--- config.mk ---
export PLATFORM = sky130hd
export DESIGN_NAME = puf_gen_one
export DESIGN_NICKNAME = d
export VERILOG_FILES = /design/src/rtl/puf_gen_one.sv
export SDC_FILE = /design/constraint.sdc
export NUM_CORES = 1
export LEC_CHECK = 0
export ABC_AREA = 1
export BUFFER_PORTS_ARGS = -buffer_cell sky130_fd_sc_hd__buf_4
export CAP_MARGIN = 20
export CORE_ASPECT_RATIO = 1.25
export CORE_MARGIN = 2
export CORE_UTILIZATION = 50
export DETAILED_ROUTE_END_ITERATION = 6
export GPL_ROUTABILITY_DRIVEN = 0
export PLACE_DENSITY_LB_ADDON = 0.1
export SYNTH_ARGS = -nofsm -noshare
export SYNTH_HDL_FRONTEND = slang
export SYNTH_SLANG_ARGS = --single-unit
--- constraint.sdc ---
create_clock -name clk -period 5 [get_ports clk]
set_input_delay 0.5 -clock clk [delete_from_list [all_inputs] [get_ports clk]]
set_output_delay 0.5 -clock clk [all_outputs]
set_load 0.005 [all_outputs]
--- src/rtl/puf_gen_one.sv ---
// Ring-oscillator PUF emulation: the 2-bit challenge picks an oscillator pair, rising edges of
// A and B are counted over WINDOW cycles, and the response is 1 when A is faster (a tie gives 0).
module puf_gen_one #(
    parameter int          WINDOW       = 256,
    parameter int          CNT_W        = 16,
    parameter logic [31:0] PERIOD_TABLE = 32'h70331542
) (
    input  logic       clk,
    input  logic       rst,
    input  logic       enable,
    input  logic [1:0] control_input,
    output logic       output_signal,
    output logic       resp_valid
);
    localparam int WIN_W = $clog2(WINDOW + 1);
    localparam logic [WIN_W-1:0] WIN_END = WIN_W'(WINDOW);
    localparam logic [WIN_W-1:0] WIN_ONE = WIN_W'(1);
    localparam logic [CNT_W-1:0] CNT_ONE = CNT_W'(1);

    typedef enum logic [1:0] {IDLE, MEASURE, COMPARE, HOLD} state_t;

    state_t           state_q, state_d;
    logic [1:0]       chal_q, chal_d;
    logic [WIN_W-1:0] win_q, win_d;
    logic [3:0]       ph_a_q, ph_a_d, ph_b_q, ph_b_d;
    logic             osc_a_q, osc_a_d, osc_b_q, osc_b_d;
    logic             rise_a_q, rise_a_d, rise_b_q, rise_b_d;
    logic [CNT_W-1:0] cnt_a_q, cnt_a_d, cnt_b_q, cnt_b_d;
    logic             out_q, out_d, vld_q, vld_d;
    logic [7:0]       entry;
    logic             clear;

    // Nibble values are half-period minus one, i.e. the phase at which the oscillator toggles.
    assign entry = PERIOD_TABLE[{chal_q, 3'b000} +: 8];

    always_comb begin
        state_d  = state_q;
        chal_d   = chal_q;
        win_d    = win_q;
        ph_a_d   = ph_a_q;
        ph_b_d   = ph_b_q;
        osc_a_d  = osc_a_q;
        osc_b_d  = osc_b_q;
        rise_a_d = 1'b0;
        rise_b_d = 1'b0;
        cnt_a_d  = (rise_a_q && cnt_a_q != '1) ? cnt_a_q + CNT_ONE : cnt_a_q;
        cnt_b_d  = (rise_b_q && cnt_b_q != '1) ? cnt_b_q + CNT_ONE : cnt_b_q;
        out_d    = out_q;
        vld_d    = vld_q;
        clear    = 1'b0;

        if (!enable) begin
            state_d = IDLE;
            out_d   = 1'b0;
            vld_d   = 1'b0;
            clear   = 1'b1;
        end else begin
            case (state_q)
                IDLE: begin
                    chal_d  = control_input;
                    clear   = 1'b1;
                    state_d = MEASURE;
                end
                MEASURE, HOLD: begin
                    if (control_input != chal_q) begin
                        chal_d  = control_input;
                        vld_d   = 1'b0;
                        clear   = 1'b1;
                        state_d = MEASURE;
                    end else if (state_q == MEASURE) begin
                        if (win_q == WIN_END) begin
                            // Extra cycle lets the edge pulse from the last window cycle land in the counter.
                            state_d = COMPARE;
                        end else begin
                            win_d = win_q + WIN_ONE;
                            if (ph_a_q == entry[3:0]) begin
                                ph_a_d   = 4'd0;
                                osc_a_d  = ~osc_a_q;
                                rise_a_d = ~osc_a_q;
                            end else begin
                                ph_a_d = ph_a_q + 4'd1;
                            end
                            if (ph_b_q == entry[7:4]) begin
                                ph_b_d   = 4'd0;
                                osc_b_d  = ~osc_b_q;
                                rise_b_d = ~osc_b_q;
                            end else begin
                                ph_b_d = ph_b_q + 4'd1;
                            end
                        end
                    end
                end
                COMPARE: begin
                    out_d   = (cnt_a_q > cnt_b_q);
                    vld_d   = 1'b1;
                    state_d = HOLD;
                end
                default: state_d = IDLE;
            endcase
        end

        if (clear) begin
            win_d    = '0;
            ph_a_d   = 4'd0;
            ph_b_d   = 4'd0;
            osc_a_d  = 1'b0;
            osc_b_d  = 1'b0;
            rise_a_d = 1'b0;
            rise_b_d = 1'b0;
            cnt_a_d  = '0;
            cnt_b_d  = '0;
        end
    end

    always_ff @(posedge clk or posedge rst) begin
        if (rst) begin
            state_q  <= IDLE;
            chal_q   <= 2'd0;
            win_q    <= '0;
            ph_a_q   <= 4'd0;
            ph_b_q   <= 4'd0;
            osc_a_q  <= 1'b0;
            osc_b_q  <= 1'b0;
            rise_a_q <= 1'b0;
            rise_b_q <= 1'b0;
            cnt_a_q  <= '0;
            cnt_b_q  <= '0;
            out_q    <= 1'b0;
            vld_q    <= 1'b0;
        end else begin
            state_q  <= state_d;
            chal_q   <= chal_d;
            win_q    <= win_d;
            ph_a_q   <= ph_a_d;
            ph_b_q   <= ph_b_d;
            osc_a_q  <= osc_a_d;
            osc_b_q  <= osc_b_d;
            rise_a_q <= rise_a_d;
            rise_b_q <= rise_b_d;
            cnt_a_q  <= cnt_a_d;
            cnt_b_q  <= cnt_b_d;
            out_q    <= out_d;
            vld_q    <= vld_d;
        end
    end

    assign output_signal = out_q;
    assign resp_valid    = vld_q;
endmodule

Word-level counts from Yosys, hierarchy flattened
Index checks and enable logic that the tools add are counted.

Output and inout bits: 2. Bits in registers: 59.

Shifts and indexed selects: 1. Order comparisons: 1. $add $sub $neg: 5. Mux-type cells: 67. Eq/ne operators: 17. Reduce and logical (&&, ||, !) cells: 18. Bitwise operators: 2.

Operators with widths (count): $mux 16 (4); $mux 4 (14); $mux 9 (6); $mux 1 (34); $add 16x1->16 const B (2); $ne 16x16->1 const B (2); $shiftx 32x6->8 const A (1); $gt 16x16->1 (1); $reduce_bool 2->1 (8); $reduce_and 6->1 (2); $mux 2 (5); $add 9x1->9 const B (1); $eq 9x9->1 const B (1); $add 4x1->4 const B (2); $eq 4x4->1 (2); $ne 4x4->1 const B (2); $ne 2x2->1 const B (3); $pmux 2 s3 (1); $reduce_and 5->1 (1); $eq 2x2->1 const B (2); $pmux 1 s2 (2); $pmux 2 s2 (1); $reduce_and 2->1 (2); $ne 3x1->1 const B (1); other kinds (9) (11).

Longest topological paths before layout
Gate-level depths: netlist (run 1).

Depth after elaboration: 9. Gate-level depth with buffers: 13.

Least setup slack after synthesis (run 1)
OpenSTA, ideal clock, no wires.

Path type: register to register. Start: reg cnt_b_q[0]. End: reg cnt_b_q[6]. Arrival time: 1.408 ns. Setup slack: 3.473 ns. Stages on the path, launching flop included: 10. Path buffers: 1. Clock period less this slack: 1.527 ns. Path through: dfrtp_1 ha_1 nand2_1 nor2_4 nand2_4 nor2_2 nor2_4 buf_6 nand3_1 o21ai_2.

Longest elaborated chain between the ends: 3.

Ends and longest elaborated chain: start, declared (line 28) `logic [CNT_W-1:0] cnt_a_q, cnt_a_d, cnt_b_q, cnt_b_d;`; start signal, assigned (line 141) `cnt_b_q <= cnt_b_d;`; $add 16x1->16 or $ne 16x16->1 (tied branches) (line 47) `cnt_b_d = (rise_b_q && cnt_b_q != '1) ? cnt_b_q + CNT_ONE : cnt_b_q;`; $mux 16 or $logic_and 1x1->1 (tied branches) (line 47); $mux 16 or $reduce_bool 2->1 (tied branches).

Several ways; a longest one is shown, not always the timed one. The select of a mux whose other input is x is not followed. A chain may end at the register's enable or synchronous reset.

Worst setup path in the final report (run 1)
Start: reg chal_q[1]. End: reg cnt_b_q[0].

Longest elaborated chain between the ends: 5.

Ends and longest elaborated chain: start, declared (line 23) `logic [1:0] chal_q, chal_d;`; start signal, assigned (line 132) `chal_q <= chal_d;`; $ne 2x2->1 (*) (line 65) `if (control_input != chal_q) begin`; $mux 1 (*) (line 65); $pmux 1 s2 (*) (line 58) `case (state_q)`; $mux 1 (*) (line 52) `if (!enable) begin`; $mux 16 or $reduce_bool 2->1 (tied branches).

Every way passes the cells marked *; elsewhere a longest branch is shown, timed or not.

==> results of run 1 <==
state kept, by name, indices dropped and copies added, names as in the netlist:
| signal | count |
|---|---|
| rise_b_q | 1 |
| output_signal | 1 |
| chal_q | 2 |
| ph_a_q | 4 |
| win_q | 9 |
| resp_valid | 1 |
| state_q | 2 |
| cnt_b_q | 16 |
| osc_a_q | 1 |
| ph_b_q | 4 |
| osc_b_q | 1 |
| cnt_a_q | 16 |
| rise_a_q | 1 |
cells by family after synthesis:
family          count (synthesis)  synth area share [%]
fa+ha+maj                      25                 7.676
flops                          59                 36.23
compound gates                 57                 8.444
xor+xnor                       17                 3.654
simple gates                  319                 35.43
buf+inv                        83                 8.566
power breakdown:
group | internal, mW | leakage, nW | switching [mW]
registers | 0.482 | 0.817 | 0.00505
clock network | 0.234 | 0.0997 | 0.195
logic | 0.0228 | 1.13 | 0.0559
total | 0.739 | 2.05 | 0.256
layout make-up:
cell class / count / area [sq um]
sequential: 59 / 1476
clock buffer: 15 / 186.4
timing repair buffer: 8 / 60.06
fill: 804 / 3478
tap: 95 / 118.9
clock inverter: 1 / 5.005
inverter: 70 / 262.8
multi-input combinational: 418 / 2250
layer usage:
metal  wire [um]  part of all wire [%]  GRT usage [%]  vias to the layer above
li1            -                     -              -                     1853
met2        4838                    51          38.86                       55
met4         195                   2.1          7.937                        0
met5           0                     0              0                        -
met1        4130                    44          28.79                     1701
met3         247                   2.6          4.028                       12
placed cells by master, fill, tap and decap left out, drive strengths merged, types with 3 or more instances in the layout:
master,n
ha,25
o21ai,37
xnor2,3
o21bai,3
a21oi,14
clkbuf,15
xor2,14
dfrtp,59
nor2,62
inv,70
nand4,40
buf,8
nor3,7
nand3,53
nand2,152
tightest hold or removal path, stage by stage:
cell and delay, ns:
buf_4 0.11, inv_2 0.03, buf_4 0.59
metrics by stage:
stage | setup WS, ns | total power, mW | cells | cell area [sq um] | util, %
finish | 2.841 | 0.9949 | 666 | 4359 | 55.62
CTS | 2.822 | 1.003 | 666 | 4359 | 55.62
global route | 2.577 | 1.043 | 666 | 4359 | 55.62
global placement | 2.730 | 0.5740 | 650 | 4168 | 53.18
floorplan | 3.044 | 0.5556 | 560 | 4075 | -
detailed placement | 2.673 | 0.5751 | 650 | 4168 | 53.18
how the worst max path moves through the flow:
stage,startpoint,slack [ns],to
floorplan,rst,3.04,chal_q[0]
global placement,control_input[0],2.73,cnt_b_q[1]
detailed placement,control_input[0],2.67,cnt_b_q[0]
CTS,chal_q[1],2.82,cnt_b_q[0]
global route,chal_q[1],2.58,ph_b_q[0]
finish,chal_q[1],2.84,cnt_b_q[0]
==> results.yml, run 1 <==
floorplanning:
  dieHeight_um: 104.9
  fp.dieArea_sq_um: 8893
  ioPinCount: 7
  die_w_um: 84.75
  start_util_pct: 52.00
  core.rowCount: 36
  core_area_sq_um: 7838
global_routing:
  grt.total_usage_pct: 22.77
  grt-ovfl-total: 0
  grt_pass1_vias: 3449
  grt_pass1_wl_mm: 16.30
  grt_start_max_net_pins: 60
  antenna_found_initial: 0
worst_setup_path:
  cpMostUsedCell: "nand2_1"
  worstReg2RegStart: "chal_q[1]"
  start_kind: "flip-flop"
  endpoint_kind: "flip-flop"
  ff2ff_setup_slack_ns: 2.84
  critPathTopFamily: "simple AND/OR/NAND/NOR gates"
  cp_max_fo: 41
  crit_arrival_ns: 2.43
  crit_buf_inv: 2
  slowest_delay_ns: 0.58
  required_ns: 5.27
  cp.depth: 8
  reg2reg_depth: 8
  cp_slowest_cell: "nand2_2"
  r2r_end: "cnt_b_q[0]"
  worstPathCellList: "inv_2 > nand2_1 > nand2_1 > nand4_1 > nand2_2 > buf_4 > nand2_4 > o21ai_2"
  critPathKind: "reg -> reg"
sta:
  setup_viol: 0
  worstMarginPinSlew_ns: 0.7860
  skew_ns: 0.007508
  holdWs_ns: 0.3702
  tns_ns: 0
  rsz0062_at_grt: "no"
  fmax_mhz: 463.2
  hold_viol_final: 0
  final_min_period_over_clock_period_pct: 43.17
  slew_violations: 0
  max-slew-margin-rel_pct: 47.41
  post-route-min-period_ns: 2.159
clock_tree:
  numCtsBuffers: 9
  cts_sinks: 59
  clockBufferDepth: 2
  tritoncts: "yes"
  clockRootBuffer: "clkbuf_8"
  hold_buffers: 0
  cts.repair.resized: 0
  path_clk_slew_ns: 0.07
  clock_latency_ns: 0.35
  post_cts_buffers: 0
  htree_levels: 3
routing:
  wirelength_mm: 9.411
  drt_first_iter_violations: 237
  route.detailed.drc: 0
  ant_nets: 0
  first_pass_iters: 5
  wl_per_cell_um: 14.13
  routed_via_density: 5.437
  vias: 3621
yosys:
  ys_seq_area_share_pct: 36.23
  ys_top_cells_by_count: "nand2_1, inv_1, dfrtp_1"
  ys.warnings.count: 0
  ys.flop_type: "dfrtp_1"
  synth_edf_count: 0
  yosysTopAreaCellShare_pct: 36.23
  syn-cell-area_sq_um: 4075
  synth_nets: 590
  yosys-top-cells-area: "dfrtp_1, nand2_1, ha_1"
  ys_seq_elements: 59
  yosys.area.top_type: "dfrtp_1"
  post_synth.cell_area_avg_sq_um: 7.277
  synthArstFlopShare_pct: 100.0
  yosysMostFrequentCell: "nand2_1"
  netlist_instances: 560
  ys_types: 30
final_layout:
  n_antenna_cell: 0
  drive_above_1_share_pct: 8.757
  area_delta_synth_final_pct: 6.970
  nets: 596
run_status:
  status: "completed"
min_path:
  hold_class: "in -> async"
power:
  peakVddDrop_mv: 0.2003
  power.density_nw_per_um2: 228.2
  total_leakage_power_nw: 2.049
place:
  portBuffers: 6
  dp_hpwl_mm: 6.748
flow_run:
  drv_cap: 0
(Power assumes the default switching activity.)
==> run 2, diff against run 1 <==
Clock period 5 ns to 2.1 ns, I/O delays scaled along.
==> results.yml, run 2 (synthesis gave the netlist of run 1 again) <==
global_routing:
  grt_pass1_vias: 3618
  grt_start_max_net_pins: 60
  grt.total_usage_pct: 23.22
  grt-ovfl-total: 0
  antenna_found_initial: 0
  grt_pass1_wl_mm: 16.54
clock_tree:
  cts_sinks: 59
  clock_latency_ns: 0.36
  clockRootBuffer: "clkbuf_8"
  tritoncts: "yes"
  clockBufferDepth: 2
  hold_buffers: 1
  numCtsBuffers: 9
  path_clk_slew_ns: 0.07
  cts.repair.resized: 0
  htree_levels: 3
  post_cts_buffers: 0
sta:
  slew_violations: 0
  max-slew-margin-rel_pct: 67.37
  final_min_period_over_clock_period_pct: 88.63
  tns_ns: 0
  fmax_mhz: 537.2
  setup_viol: 0
  fin_ws_ns: 0.2387
  skew_ns: 0.009067
  hold_viol_final: 0
  rsz0062_at_grt: "no"
  worstMarginPinSlew_ns: 0.4876
  holdWs_ns: 0.1297
  post-route-min-period_ns: 1.861
run_status:
  status: "completed"
power:
  power_switching_uw: 630.5
  p_seq_share_pct: 43.6
  power.share.clock_pct: 48.7
  power.density_nw_per_um2: 592.1
  peakVddDrop_mv: 0.3630
  switching_share_pct: 23.72
  total_leakage_power_nw: 2.117
  p_int_mw: 2.028
  combPwrFrac_pct: 7.7
worst_setup_path:
  crit_arrival_ns: 2.11
  critPathKind: "reg -> reg"
  crit_buf_inv: 1
  start_kind: "flip-flop"
  worstPathCellList: "ha_1 > inv_1 > nor2_2 > nand2_2 > o21ai_4 > nand2_2 > nand2_1 > nand2_1"
  required_ns: 2.34
  slowest_delay_ns: 0.44
  ff2ff_setup_slack_ns: 0.24
  reg2reg_depth: 8
  worstReg2RegStart: "cnt_a_q[0]"
  endpoint_kind: "flip-flop"
  critPathTopFamily: "simple AND/OR/NAND/NOR gates"
  cp_max_fo: 16
  r2r_end: "cnt_a_q[8]"
  cp_slowest_cell: "o21ai_4"
place:
  place_ws_ns: 0.2383
  dp_hpwl_mm: 6.888
  portBuffers: 6
routing:
  routed_via_density: 5.532
  first_pass_iters: 5
  ant_nets: 0
  vias: 3723
  drt_first_iter_violations: 228
  wl_per_cell_um: 14.39
  route.detailed.drc: 0
  wirelength_mm: 9.683
final_layout:
  drive_above_1_share_pct: 9.862
  top_regs: "cnt_a_q (16), cnt_b_q (16), win_q (9)"
  final_common_cell: "nand2_1"
  n_fill_cell: 773
  layout_common_cells: "nand2_1, inv_1, dfrtp_1"
  n_antenna_cell: 0
  fin_util_pct: 57.28
  area_delta_synth_final_pct: 10.16
  nets: 603
floorplanning:
  fp.dieArea_sq_um: 8893
  dieHeight_um: 104.9
  ioPinCount: 7
  start_util_pct: 52.00
  die_w_um: 84.75
  core.rowCount: 36
  core_area_sq_um: 7838
min_path:
  min_from: "enable"
  holdPathEnd: "state_q[0]"
  hold_class: "in -> reg"
  hold_depth: 3
flow_run:
  drv_cap: 0
run 2: cell types whose count changed in the layout (fill, tap and decap cells not counted):
cell,delta
buf_4,+4
clkbuf_8,-3
clkinv_2,+1
bufinv_16,+3
dlygate4sd3_1,+1
buf_12,+2
clkbuf_1,-1
run 2: how the worst max path moves through the flow:
stage	startpoint	end	slack (ns)	cells after the start
after floorplan	rst	chal_q[0]	0.43	1
after global placement	cnt_a_q[0]	cnt_a_q[8]	0.28	8
after detailed placement	cnt_a_q[0]	cnt_a_q[8]	0.24	8
after CTS	cnt_a_q[0]	cnt_a_q[8]	0.22	8
after global routing	cnt_a_q[0]	cnt_a_q[10]	0.09	8
final	cnt_a_q[0]	cnt_a_q[8]	0.24	8
run 2: final cells by class:
cell class / instances / area [sq um] / area share, %
Multi-Input combinational cell: 418 / 2250 / 50.11
Sequential cell: 59 / 1476 / 32.89
Inverter: 70 / 262.8 / 5.853
Clock buffer: 11 / 141.4 / 3.149
Timing Repair Buffer: 15 / 140.1 / 3.122
Tap cell: 95 / 118.9 / 2.648
Clock inverter: 5 / 100.1 / 2.230
run 2: metal layers:
layer	up-vias	track usage (%)	part of all wire [%]
met5	-	0	0
met4	0	12.47	3.5
met3	24	3.160	3.8
met2	88	39.88	50
met1	1743	27.79	43
li1	1868	-	-
run 2: power by group through the flow:
stage               combinational (mW)  clock [mW]  sequential (mW)
finish                           0.204        1.30             1.16
global route                     0.235        1.36             1.16
CTS                              0.206        1.32             1.16
detailed placement               0.203           0             1.18
global placement                 0.201           0             1.18
floorplan                        0.146           0             1.18
run 2: through the flow:
stage | total power [mW] | cell area [sq um] | cells
2_1_floorplan | 1.323 | 4075 | 560
3_3_place_gp | 1.380 | 4238 | 656
3_5_place_dp | 1.383 | 4238 | 656
4_1_cts | 2.686 | 4489 | 673
5_1_grt | 2.756 | 4489 | 673
6_report | 2.658 | 4489 | 673
run 2: tightest hold or removal path, stage by stage:
cell	delay, ns
buf_4	0.12
inv_1	0.07
a31oi_1	0.04
==> run 3, diff against run 2 <==
Settings changed: CORE_UTILIZATION 50 to 64.
==> results.yml, run 3 (synthesis gave the netlist of run 1 again) <==
clock_tree:
  clockBufferDepth: 2
  cts_sinks: 59
  cts.repair.resized: 0
  tritoncts: "yes"
  post_cts_buffers: 0
  htree_levels: 3
  hold_buffers: 1
  path_clk_slew_ns: 0.06
  clockRootBuffer: "clkbuf_8"
  clock_latency_ns: 0.35
  numCtsBuffers: 9
min_path:
  hold_depth: 3
  hold_class: "in -> reg"
  holdPathEnd: "state_q[0]"
  min_from: "enable"
final_layout:
  top_regs: "cnt_a_q (16), cnt_b_q (16), win_q (9)"
  multiInputGateArea_sq_um: 2250
  layout.area.seq_sq_um: 1476
  nets: 601
  n_antenna_cell: 0
  area_delta_synth_final_pct: 7.676
  layout_common_cells: "nand2_1, inv_1, dfrtp_1"
  drive_above_1_share_pct: 9.233
  fin_area_sq_um: 4388
  n_fill_cell: 536
  final_common_cell: "nand2_1"
worst_setup_path:
  endpoint_kind: "flip-flop"
  ff2ff_setup_slack_ns: 0.30
  reg2reg_depth: 10
  required_ns: 2.37
  critPathKind: "reg -> reg"
  cp_max_fo: 17
  worstReg2RegStart: "cnt_b_q[0]"
  critPathLaunch: "cnt_b_q[0]"
  start_kind: "flip-flop"
  crit_arrival_ns: 2.08
  r2r_end: "cnt_b_q[3]"
run_status:
  status: "completed"
sta:
  holdWs_ns: 0.1218
  setup_viol: 0
  hold_viol_final: 0
  max-slew-margin-rel_pct: 71.18
  fmax_mhz: 554.0
  skew_ns: 0.008026
  rsz0062_at_grt: "no"
  slew_violations: 0
  worstMarginPinSlew_ns: 0.4307
  tns_ns: 0
  final_min_period_over_clock_period_pct: 85.95
  post-route-min-period_ns: 1.805
power:
  p_seq_share_pct: 51.0
  peakVddDrop_mv: 0.4121
  power.share.clock_pct: 40.3
  p_int_mw: 1.687
  combPwrFrac_pct: 8.6
  switching_share_pct: 25.73
  total_leakage_power_nw: 2.067
  power_switching_uw: 584.2
  power.density_nw_per_um2: 517.5
global_routing:
  grt_pass1_wl_mm: 15.48
  met1_usage_pct: 34.45
  globalRouteMet2Util_pct: 48.70
  grt_busiest_layer: "met2"
  grt.total_usage_pct: 28.73
  antenna_found_initial: 0
  grt-ovfl-total: 0
  grt_start_max_net_pins: 60
  met3_usage_pct: 3.879
  grt_pass1_vias: 3519
routing:
  ant_nets: 0
  first_pass_iters: 4
  drt_first_iter_violations: 309
  route.detailed.drc: 0
  routed_via_density: 5.666
  wl_per_cell_um: 13.94
  vias: 3734
  wirelength_mm: 9.184
floorplanning:
  fp.dieArea_sq_um: 7026
  core_area_sq_um: 6166
  start_util_pct: 66.09
  ioPinCount: 7
  core.rowCount: 32
  dieHeight_um: 93.22
  die_w_um: 75.37
place:
  portBuffers: 6
  dp_hpwl_mm: 6.612
  place_area_sq_um: 4210
flow_run:
  drv_cap: 0
run 3: cell count changes in the layout (fill, tap and decap cells not counted):
| cell | before | now |
|---|---|---|
| clkinv_2 | 2 | 1 |
| buf_4 | 12 | 10 |
| clkbuf_8 | 10 | 11 |
| clkinvlp_4 | 0 | 1 |
| bufinv_16 | 3 | 0 |
run 3: worst max path at each step:
stage | end
final | cnt_b_q[3]
after global routing | cnt_b_q[3]
after CTS | cnt_b_q[3]
after detailed placement | cnt_b_q[3]
after global placement | cnt_a_q[10]
after floorplan | chal_q[0]
run 3: critical path: stages, from the launching register on:
cell and delay (ns):
dfrtp_1 0.44, ha_1 0.29, nand2_1 0.15, nor2_4 0.06, nand2_4 0.09, nor2_2 0.06, nor2_4 0.33, nand2_1 0.10
nand2_1 0.09, inv_1 0.04, nor2_1 0.09
run 3: power by group through the flow:
stage | sequential (mW) | combinational (mW) | clock, mW
floorplan | 1.18 | 0.146 | 0
global placement | 1.18 | 0.189 | 0
detailed placement | 1.18 | 0.194 | 0
CTS | 1.16 | 0.197 | 0.929
global route | 1.16 | 0.222 | 0.980
finish | 1.16 | 0.196 | 0.916
run 3: layout make-up:
class	count	share of cell area, %
Multi-Input combinational cell	418	51.27
Sequential cell	59	33.65
Timing Repair Buffer	13	2.851
Clock inverter	2	0.2851
Inverter	70	5.988
Clock buffer	12	3.536
Tap cell	85	2.424
run 3: metrics by stage:
stage	std cells	setup WS (ns)	total power [mW]	util (%)
after floorplan	560	0.4337	1.323	-
after global placement	644	0.3989	1.369	68.28
after detailed placement	644	0.3426	1.374	68.28
after CTS	659	0.3219	2.284	71.16
after global routing	659	0.1575	2.362	71.16
final	659	0.2951	2.271	71.16
run 3: layer usage:
layer,share of wire [%],vias to the layer above
met4,3.2,0
li1,-,1866
met1,40,1757
met3,3.9,24
met2,52,87
met5,0,-
